`config.mk`:
```
export PLATFORM = sky130hd
export DESIGN_NAME = lcd_timing_gen_flat
export DESIGN_NICKNAME = d
export VERILOG_FILES = /design/src/rtl/lcd_timing_gen_if.sv /design/src/rtl/lcd_timing_gen.sv /design/src/flat_wrapper.sv
export SDC_FILE = /design/constraint.sdc
export NUM_CORES = 1
export LEC_CHECK = 0
export BUFFER_PORTS_ARGS = -buffer_cell sky130_fd_sc_hd__buf_4
export CAP_MARGIN = 20
export CORE_ASPECT_RATIO = 0.7
export CORE_MARGIN = 10
export CORE_UTILIZATION = 55
export CTS_CLUSTER_DIAMETER = 40
export DETAILED_ROUTE_END_ITERATION = 6
export PLACE_DENSITY = 0.79
export SYNTH_ARGS = -nofsm -noshare
export SYNTH_HDL_FRONTEND = slang
export SYNTH_SLANG_ARGS = --single-unit
```
`constraint.sdc`:
```
create_clock -name P_CLK -period 2.7 [get_ports P_CLK]
set_input_delay 0 -clock P_CLK [delete_from_list [all_inputs] [get_ports P_CLK]]
set_output_delay 0 -clock P_CLK [all_outputs]
set_load 0.02 [all_outputs]
```
`src/rtl/lcd_timing_gen_if.sv`:
```
// Raster output bundle of lcd_timing_gen: restart request in, sync/enable,
// coordinates, strobes and frame count out.
interface lcd_timing_gen_if #(
   parameter int CW  = 11,
   parameter int FCW = 16
);
   logic           resync;
   logic           HSYNC;
   logic           VSYNC;
   logic           DATA_EN;
   logic [CW-1:0]  px_x;
   logic [CW-1:0]  px_y;
   logic           line_start;
   logic           frame_start;
   logic           refresh;
   logic [FCW-1:0] frame_cnt;

   modport master (
      input  resync,
      output HSYNC, VSYNC, DATA_EN, px_x, px_y,
      output line_start, frame_start, refresh, frame_cnt
   );

   modport slave (
      output resync,
      input  HSYNC, VSYNC, DATA_EN, px_x, px_y,
      input  line_start, frame_start, refresh, frame_cnt
   );
endinterface

```
`src/rtl/lcd_timing_gen.sv`:
```
// Free-running RGB-LCD raster timing generator with a sync/DE delay line.
// Optional frame counter: define LCD_TIMING_FRAME_CNT_EN.
module lcd_timing_gen #(
   parameter int H_ACTIVE = 800,
   parameter int H_FP     = 40,
   parameter int H_SYNC   = 128,
   parameter int H_BP     = 88,
   parameter int V_ACTIVE = 480,
   parameter int V_FP     = 10,
   parameter int V_SYNC   = 2,
   parameter int V_BP     = 33,
   parameter bit HS_POL   = 1'b0,
   parameter bit VS_POL   = 1'b0,
   parameter int PIPE_DLY = 0,
   parameter int CW       = 11,
   parameter int FCW      = 16
) (
   input  logic P_CLK,
   input  logic NRST,
   lcd_timing_gen_if.master bus
);
   localparam int H_TOTAL = H_SYNC + H_BP + H_ACTIVE + H_FP;
   localparam int V_TOTAL = V_SYNC + V_BP + V_ACTIVE + V_FP;

   localparam logic [CW-1:0] H_LAST   = CW'(H_TOTAL - 1);
   localparam logic [CW-1:0] V_LAST   = CW'(V_TOTAL - 1);
   localparam logic [CW-1:0] H_SY_END = CW'(H_SYNC);
   localparam logic [CW-1:0] V_SY_END = CW'(V_SYNC);
   localparam logic [CW-1:0] H_ACT0   = CW'(H_SYNC + H_BP);
   localparam logic [CW-1:0] H_ACT1   = CW'(H_SYNC + H_BP + H_ACTIVE);
   localparam logic [CW-1:0] V_ACT0   = CW'(V_SYNC + V_BP);
   localparam logic [CW-1:0] V_ACT1   = CW'(V_SYNC + V_BP + V_ACTIVE);

   // Control vector order: {DATA_EN, VSYNC, HSYNC}, already at output polarity.
   localparam logic [2:0] CTL_IDLE = {1'b0, ~VS_POL, ~HS_POL};

   logic [CW-1:0] h, v;
   logic          h_act, v_act;
   logic          ls_nxt, fs_nxt, rf_nxt;
   logic [2:0]    ctl_nxt, ctl_q, ctl_out;
   logic [CW-1:0] px_x_q, px_y_q;
   logic          ls_q, fs_q, rf_q;

   always_comb begin
      h_act   = (h >= H_ACT0) && (h < H_ACT1);
      v_act   = (v >= V_ACT0) && (v < V_ACT1);
      ls_nxt  = !bus.resync && (h == '0);
      fs_nxt  = ls_nxt && (v == '0);
      rf_nxt  = ls_nxt && (v == V_ACT1);
      ctl_nxt = {h_act && v_act,
                 (v < V_SY_END) ? VS_POL : ~VS_POL,
                 (h < H_SY_END) ? HS_POL : ~HS_POL};
   end

   always_ff @(posedge P_CLK or negedge NRST) begin
      if (!NRST) begin
         h      <= '0;
         v      <= '0;
         ctl_q  <= CTL_IDLE;
         px_x_q <= '0;
         px_y_q <= '0;
         ls_q   <= 1'b0;
         fs_q   <= 1'b0;
         rf_q   <= 1'b0;
      end else begin
         if (bus.resync) begin
            h <= '0;
            v <= '0;
         end else if (h == H_LAST) begin
            h <= '0;
            v <= (v == V_LAST) ? '0 : v + CW'(1);
         end else begin
            h <= h + CW'(1);
         end
         ctl_q  <= ctl_nxt;
         px_x_q <= (h_act && v_act) ? h - H_ACT0 : '0;
         px_y_q <= v_act ? v - V_ACT0 : '0;
         ls_q   <= ls_nxt;
         fs_q   <= fs_nxt;
         rf_q   <= rf_nxt;
      end
   end

   // Sync/DE delay so pixel data fetched from px_x/px_y lines up with DATA_EN.
   if (PIPE_DLY == 0) begin : g_nodly
      assign ctl_out = ctl_q;
   end else begin : g_dly
      logic [2:0] dly_q [PIPE_DLY];
      always_ff @(posedge P_CLK or negedge NRST) begin
         if (!NRST) begin
            for (int i = 0; i < PIPE_DLY; i++) dly_q[i] <= CTL_IDLE;
         end else begin
            dly_q[0] <= ctl_q;
            for (int i = 1; i < PIPE_DLY; i++) dly_q[i] <= dly_q[i-1];
         end
      end
      assign ctl_out = dly_q[PIPE_DLY-1];
   end

`ifdef LCD_TIMING_FRAME_CNT_EN
   logic [FCW-1:0] fcnt_q;
   always_ff @(posedge P_CLK or negedge NRST) begin
      if (!NRST)       fcnt_q <= '0;
      else if (fs_nxt) fcnt_q <= fcnt_q + FCW'(1);
   end
   assign bus.frame_cnt = fcnt_q;
`else
   assign bus.frame_cnt = '0;
`endif

   assign bus.DATA_EN     = ctl_out[2];
   assign bus.VSYNC       = ctl_out[1];
   assign bus.HSYNC       = ctl_out[0];
   assign bus.px_x        = px_x_q;
   assign bus.px_y        = px_y_q;
   assign bus.line_start  = ls_q;
   assign bus.frame_start = fs_q;
   assign bus.refresh     = rf_q;
endmodule

```
`src/flat_wrapper.sv`:
```
// flat-port wrapper written by rule: the top's interface ports become plain ports
module lcd_timing_gen_flat 
#(
   parameter int H_ACTIVE = 800,
   parameter int H_FP     = 40,
   parameter int H_SYNC   = 128,
   parameter int H_BP     = 88,
   parameter int V_ACTIVE = 480,
   parameter int V_FP     = 10,
   parameter int V_SYNC   = 2,
   parameter int V_BP     = 33,
   parameter bit HS_POL   = 1'b0,
   parameter bit VS_POL   = 1'b0,
   parameter int PIPE_DLY = 0,
   parameter int CW       = 11,
   parameter int FCW      = 16
)
  (P_CLK, NRST, bus_resync, bus_HSYNC, bus_VSYNC, bus_DATA_EN, bus_px_x, bus_px_y, bus_line_start, bus_frame_start, bus_refresh, bus_frame_cnt);
  lcd_timing_gen_if #(.CW(CW), .FCW(FCW)) bus_i ();
  input  logic P_CLK;
  input  logic NRST;
  input wire logic [$bits(bus_i.resync)-1:0] bus_resync;
  output wire logic [$bits(bus_i.HSYNC)-1:0] bus_HSYNC;
  output wire logic [$bits(bus_i.VSYNC)-1:0] bus_VSYNC;
  output wire logic [$bits(bus_i.DATA_EN)-1:0] bus_DATA_EN;
  output wire logic [$bits(bus_i.px_x)-1:0] bus_px_x;
  output wire logic [$bits(bus_i.px_y)-1:0] bus_px_y;
  output wire logic [$bits(bus_i.line_start)-1:0] bus_line_start;
  output wire logic [$bits(bus_i.frame_start)-1:0] bus_frame_start;
  output wire logic [$bits(bus_i.refresh)-1:0] bus_refresh;
  output wire logic [$bits(bus_i.frame_cnt)-1:0] bus_frame_cnt;
  assign bus_i.resync = bus_resync;
  assign bus_HSYNC = bus_i.HSYNC;
  assign bus_VSYNC = bus_i.VSYNC;
  assign bus_DATA_EN = bus_i.DATA_EN;
  assign bus_px_x = bus_i.px_x;
  assign bus_px_y = bus_i.px_y;
  assign bus_line_start = bus_i.line_start;
  assign bus_frame_start = bus_i.frame_start;
  assign bus_refresh = bus_i.refresh;
  assign bus_frame_cnt = bus_i.frame_cnt;
  lcd_timing_gen #(.H_ACTIVE(H_ACTIVE), .H_FP(H_FP), .H_SYNC(H_SYNC), .H_BP(H_BP), .V_ACTIVE(V_ACTIVE), .V_FP(V_FP), .V_SYNC(V_SYNC), .V_BP(V_BP), .HS_POL(HS_POL), .VS_POL(VS_POL), .PIPE_DLY(PIPE_DLY), .CW(CW), .FCW(FCW)) u_core (.P_CLK(P_CLK), .NRST(NRST), .bus(bus_i));
endmodule
```
==> flow_metrics.env, run 1 <==
export IMPL_p_int_uw=955.3
export IMPL_crit_chain="ha_1 -> nand2_1 -> or4_4 -> a311o_1 -> nor4b_1"
export IMPL_fin_worst_skew_ps=8.724
export IMPL_clkTransAtPathRegs_ps=90
export IMPL_setup_viol=0
export IMPL_fin_tns_setup_ps=0
export IMPL_finalWirelength_um=5441
export IMPL_drtIter0Drc=170
export IMPL_worst_pin_slew_ps=888.4
export IMPL_diodes=0
export IMPL_clk_latency_ps=310
export IMPL_die_height_um=77.42
export IMPL_syn_instance_count=265
export IMPL_die_area_um2=7898
export IMPL_crit_path_start_kind="flip-flop"
export IMPL_ys_seq_area_frac=0.4841
export IMPL_critPathMaxFanout=22
export IMPL_grt_pass1_wl_um=9128
export IMPL_grt_setup_unrepaired="no"
export IMPL_hold_violations=0
export IMPL_root_buffer="clkbuf_8"
export IMPL_h_tree_depth=2
export IMPL_wl_met1_um=2666
export IMPL_antenna_found_initial=0
export IMPL_slowest_stage="a311o_1"
export IMPL_place_area_um2=2741
export IMPL_cap_viol_max_count=0
export IMPL_status="completed"
export IMPL_fp_coreArea_um2=4454
export IMPL_avgSynthCellArea_um2=9.774
export IMPL_wl_met2_um=2115
export IMPL_routabilityCongestion=0.9246
export IMPL_rows=20
export IMPL_power_density_nw_per_um2=444.8
export IMPL_drive_gt1_frac=0.1888
export IMPL_clock_sinks=50
export IMPL_fin_nets=293
export IMPL_first_pass_iters=4
export IMPL_hp_class="input port to asynchronous set/reset pin"
export IMPL_start_util=0.5815
export IMPL_synth_ff_latch_count=50
export IMPL_grtUsageTotal=0.1392
export IMPL_cts_hold_buf=2
export IMPL_ios=47
export IMPL_synth_ff_type="dfrtp_1"
export IMPL_slew_viol_final=0
export IMPL_cts_resized=0
export IMPL_p_seq_frac=0.600
export IMPL_drc=0
export IMPL_combPwrFrac=0.059
export IMPL_hpwl_um=3945
export IMPL_grt_max_degree=51
export IMPL_clkPwrFrac=0.340
export IMPL_routedWlPerCell_um=15.96
export IMPL_post_route_period_util=0.8861
export IMPL_vias=1936
export IMPL_crit_required_ps=2910
export IMPL_p_leak_nw=1.327
export IMPL_swShare=0.2462
export IMPL_portBuffers=30
export IMPL_async_reset_ff_frac=1.000
export IMPL_stdcell_area_um2=2849
export IMPL_wl_met3_um=571
export IMPL_antenna_left=0
export IMPL_area_growth_pct=10.00
export IMPL_cts_setup_buffers=0
export IMPL_arrival_ps=2600
export IMPL_syn_area_um2=2590
export IMPL_die_w_um=102.0
export IMPL_vias_per_cell=5.677
export IMPL_cts_buffers=5
export IMPL_max_stage_delay_ps=660
export IMPL_maxUsedRoutingLayer="met4"
export IMPL_cts_path_max_buffers=2
export IMPL_grt_overflow=0
export IMPL_yosysUniqueCellTypes=50
export IMPL_critPathKind="flip-flop to flip-flop"
export IMPL_p_switching_uw=312.0
export IMPL_cts_tree="done"
export IMPL_yosys_warnings=0
export IMPL_ir_drop_mv=0.2035
export IMPL_grt_pass1_vias=1907
export IMPL_worstSetupEndpointType="flip-flop"
export IMPL_slew_headroom=0.4077
export IMPL_fmax_mhz=418.0
export IMPL_nFillCells=363
export IMPL_fin_crit_ps=2392
export IMPL_synth_edff_count=0
-- area by class of cell --
cell class                      instances  area (µm²)  area share
Sequential cell                        50        1254      0.4401
Multi-Input combinational cell        185        1137      0.3992
Timing Repair Buffer                   36       275.3     0.09662
Clock buffer                            6       72.57     0.02547
Tap cell                               55       68.82     0.02415
Inverter                                7       26.28    0.009223
Clock inverter                          2       15.01    0.005270
-- through the flow --
step | worst slack [ps] | util | hold slack [ps] | total power [mW] | cells
after global placement | 427.2 | 0.6154 | 49.16 | 0.8468 | 331
after detailed placement | 335.1 | 0.6154 | 54.63 | 0.8477 | 331
after floorplan | 716.5 | - | -295.6 | 0.8366 | 280
final | 307.6 | 0.6396 | 246.0 | 1.267 | 341
after CTS | 296.1 | 0.6396 | 261.8 | 1.273 | 341
after global routing | 101.5 | 0.6396 | 317.0 | 1.307 | 341
-- state kept, by name (all words and copies together), names as in the netlist --
| signal | cells |
|---|---|
| u_core.bus.refresh | 1 |
| u_core.bus.px_x | 11 |
| u_core.bus.px_y | 11 |
| u_core.ctl_out | 3 |
| u_core.bus.line_start | 1 |
| u_core.bus.frame_start | 1 |
| u_core.h | 11 |
| u_core.v | 11 |
-- logic make-up (layout without fill, tap and decap cells) --
kind of cell | count (synthesis) | in the layout | synth area share
simple gates | 107 | 107 | 0.2232
flops | 50 | 50 | 0.4841
buf+inv | 45 | 51 | 0.09855
compound gates | 36 | 36 | 0.09758
xor+xnor | 21 | 21 | 0.07101
fa+ha+maj | 5 | 5 | 0.02415
other cells | 1 | 16 | 0.001448
-- power by group through the flow --
stage | Clock, mW | Combinational, mW | Sequential (mW)
2_1_floorplan | 0 | 0.0589 | 0.778
3_3_place_gp | 0 | 0.0714 | 0.775
3_5_place_dp | 0 | 0.0720 | 0.776
4_1_cts | 0.438 | 0.0743 | 0.761
5_1_grt | 0.460 | 0.0849 | 0.762
6_report | 0.431 | 0.0750 | 0.761
-- Yosys cell counts (7+ instances only) --
library cell,count,area [µm²]
xnor2_1,10,87.58
nand2_1,19,71.32
xor2_1,11,96.34
buf_4,17,127.6
or3_1,8,50.05
o21ai_0,7,35.03
nand3_1,9,45.04
a21oi_1,9,45.04
nor3_1,9,45.04
nor2_1,33,123.9
dfrtp_1,48,1201
inv_1,7,26.28
clkbuf_1,12,45.04
-- cells in the final DEF, fill, tap and decap left out, types with 3 or more instances in the layout --
cell type / synthesis / layout
buf_4: 17 / 34
xnor2_1: 10 / 10
dfrtp_1: 48 / 48
inv_1: 7 / 7
or3_1: 8 / 8
nor2_1: 33 / 33
ha_1: 5 / 5
or4_1: 3 / 3
clkbuf_8: 0 / 5
nor3_1: 9 / 9
nand3_1: 9 / 9
nand4_1: 4 / 4
nand2_1: 19 / 19
a21oi_1: 9 / 9
conb_1: 1 / 16
o21ai_0: 7 / 7
nor3_2: 4 / 4
xor2_1: 11 / 11
-- routing by layer --
metal	GRT usage	up-vias
met5	0	-
met4	0.05899	0
met3	0.03540	11
met2	0.1843	101
met1	0.2068	907
li1	-	917
-- worst max-delay path, delay by kind of cell (launching register included) --
family | cells | cell delay [ps]
flops | 1 | 530
fa+ha+maj | 1 | 230
compound gates | 1 | 660
simple gates | 3 | 870
-- final timing paths --
path,from,to,slack (ps),depth (start not counted)
min in group P_CLK,bus_resync,u_core.h[2],440,3
worst max register to register,u_core.v[0],u_core.bus.px_x[10],310,5
max in group asynchronous,NRST,u_core.h[2],2030,2
worst max-delay path,u_core.v[0],u_core.bus.px_x[10],310,5
worst min-delay path,NRST,u_core.v[4],250,2
worst min register to register,u_core.h[0],u_core.h[0],520,1
Power figures use the tool's default switching activity.
==> inputs of run 2 (changes only) <==
--- a/config.mk
+++ b/config.mk
@@ -12,7 +12,8 @@
 export CORE_UTILIZATION = 55
 export CTS_CLUSTER_DIAMETER = 40
 export DETAILED_ROUTE_END_ITERATION = 6
-export PLACE_DENSITY = 0.79
+export PLACE_DENSITY = 0.84
+export SKIP_LAST_GASP = 1
 export SYNTH_ARGS = -nofsm -noshare
 export SYNTH_HDL_FRONTEND = slang
 export SYNTH_SLANG_ARGS = --single-unit
==> run 2 against run 1 <==
Compared with the run above: non-clock buffer count fell by 2; via count rose by 0.72%; worst hold slack improved by 13 ps; sequential power barely moved; critical path type unchanged; clock power rose by 29%; critical endpoint is now u_core.bus.px_x[3].
==> flow_metrics.env, run 2 (same netlist as run 1, synthesis figures left out) <==
export IMPL_slew_viol_final=0
export IMPL_die_w_um=102.0
export IMPL_fin_nets=291
export IMPL_critPathMaxFanout=16
export IMPL_clkTransAtPathRegs_ps=100
export IMPL_multi_input_area_um2=1137
export IMPL_fp_coreArea_um2=4454
export IMPL_fin_tns_setup_ps=0
export IMPL_cts_path_max_buffers=2
export IMPL_hpwl_um=3987
export IMPL_slew_headroom=0.5408
export IMPL_power_total_mw=1.394
export IMPL_clock_sinks=50
export IMPL_hp_class="input port to asynchronous set/reset pin"
export IMPL_grt_setup_unrepaired="no"
export IMPL_drive_gt1_frac=0.1866
export IMPL_drtIter0Drc=121
export IMPL_seq_area_um2=1254
export IMPL_maxUsedRoutingLayer="met4"
export IMPL_crit_required_ps=2910
export IMPL_routabilityCongestion=0.9273
export IMPL_crit_path_start_kind="flip-flop"
export IMPL_cts_resized=0
export IMPL_final_cell_mix="dfrtp_1 (48), nor2_1 (33), buf_4 (32), nand2_1 (19), conb_1 (16)"
export IMPL_layout_commonest_cell="dfrtp_1"
export IMPL_hold_violations=0
export IMPL_worstSetupEndpointType="flip-flop"
export IMPL_grt_overflow=0
export IMPL_h_tree_depth=2
export IMPL_antenna_left=0
export IMPL_ios=47
export IMPL_finalWirelength_um=5495
export IMPL_vias_per_cell=5.752
export IMPL_status="completed"
export IMPL_place_area_um2=2726
export IMPL_start_util=0.5815
export IMPL_wl_met3_um=436
export IMPL_grtUsageTotal=0.1456
export IMPL_arrival_ps=2670
export IMPL_p_leak_nw=1.340
export IMPL_r2r_end="u_core.bus.px_x[3]"
export IMPL_die_height_um=77.42
export IMPL_cts_tree="done"
export IMPL_routedWlPerCell_um=16.21
export IMPL_r2r_cells=6
export IMPL_dp_cells=329
export IMPL_stdcell_area_um2=2868
export IMPL_wl_met1_um=2749
export IMPL_cts_setup_buffers=0
export IMPL_fin_worst_skew_ps=8.818
export IMPL_grt_pass1_wl_um=9473
export IMPL_post_route_period_util=0.9114
export IMPL_clk_latency_ps=300
export IMPL_die_area_um2=7898
export IMPL_root_buffer="clkbuf_8"
export IMPL_first_pass_iters=5
export IMPL_vias=1950
export IMPL_wl_met2_um=2266
export IMPL_setup_viol=0
export IMPL_area_growth_pct=10.72
export IMPL_critPathKind="flip-flop to flip-flop"
export IMPL_diodes=0
export IMPL_cts_buffers=5
export IMPL_portBuffers=30
export IMPL_cap_viol_max_count=0
export IMPL_fmax_mhz=406.4
export IMPL_nFillCells=371
export IMPL_worst_pin_slew_ps=679.9
export IMPL_drc=0
export IMPL_fin_cells=339
export IMPL_antenna_found_initial=0
export IMPL_grt_pass1_vias=1893
export IMPL_rows=20
export IMPL_grt_max_degree=51
export IMPL_ir_drop_mv=0.2962
export IMPL_r2r_start="u_core.v[0]"
export IMPL_rrSetupSlack_ps=240
export IMPL_power_density_nw_per_um2=486.1
export IMPL_fin_crit_ps=2461
## run 2: changes by cell type in the layout (fill, tap and decap cells not counted)
cell	delta
clkbuf_8	+1
inv_6	+1
bufinv_16	+1
clkinvlp_4	-2
buf_4	-2
clkbuf_1	-1
## run 2: how the worst max path moves through the flow
stage	startpoint	to	cells after the start
3_3_place_gp	u_core.v[0]	u_core.bus.px_x[8]	6
2_1_floorplan	u_core.v[1]	u_core.bus.px_y[5]	7
4_1_cts	u_core.v[0]	u_core.bus.px_x[3]	6
6_report	u_core.v[0]	u_core.bus.px_x[3]	6
5_1_grt	u_core.v[0]	u_core.bus.px_x[1]	6
3_5_place_dp	u_core.v[0]	u_core.bus.px_x[3]	6
## run 2: cell type report
cell class	count	area share
Clock inverter	2	0.01353
Inverter	7	0.009162
Tap cell	55	0.02400
Sequential cell	50	0.4372
Multi-Input combinational cell	185	0.3966
Clock buffer	6	0.02880
Timing Repair Buffer	34	0.09075
## run 2: timing repair
item / in CTS / in global routing
hold endpoints to repair: 51 / 0
hold buffers: 2 / 0
endpoints found under the setup margin: 0 / 0
## run 2: per-stage QoR
step	hold WS (ps)	util	setup WS, ps
final	259.3	0.6438	239.1
after floorplan	-295.6	-	716.5
after global placement	45.40	0.6121	416.0
after detailed placement	60.13	0.6121	279.7
after CTS	269.2	0.6438	257.9
after global routing	328.5	0.6438	56.60
## run 2: layer usage
layer / up-vias / track usage
met3: 4 / 0.03982
met5: - / 0
li1: 920 / -
met1: 942 / 0.2182
met4: 0 / 0.03371
met2: 84 / 0.2009
## run 2: worst max-delay path, stage by stage (launching register included)
cell and delay [ps]:
dfrtp_1 520, ha_1 380, nand2_1 130, or4_4 440
a311o_1 480, buf_4 240, nor3_1 170
## run 2: power breakdown
group | leakage (nW) | switching (mW) | internal, mW
clock network | 0.0618 | 0.252 | 0.305
registers | 0.687 | 0.00649 | 0.755
logic | 0.591 | 0.0579 | 0.0176
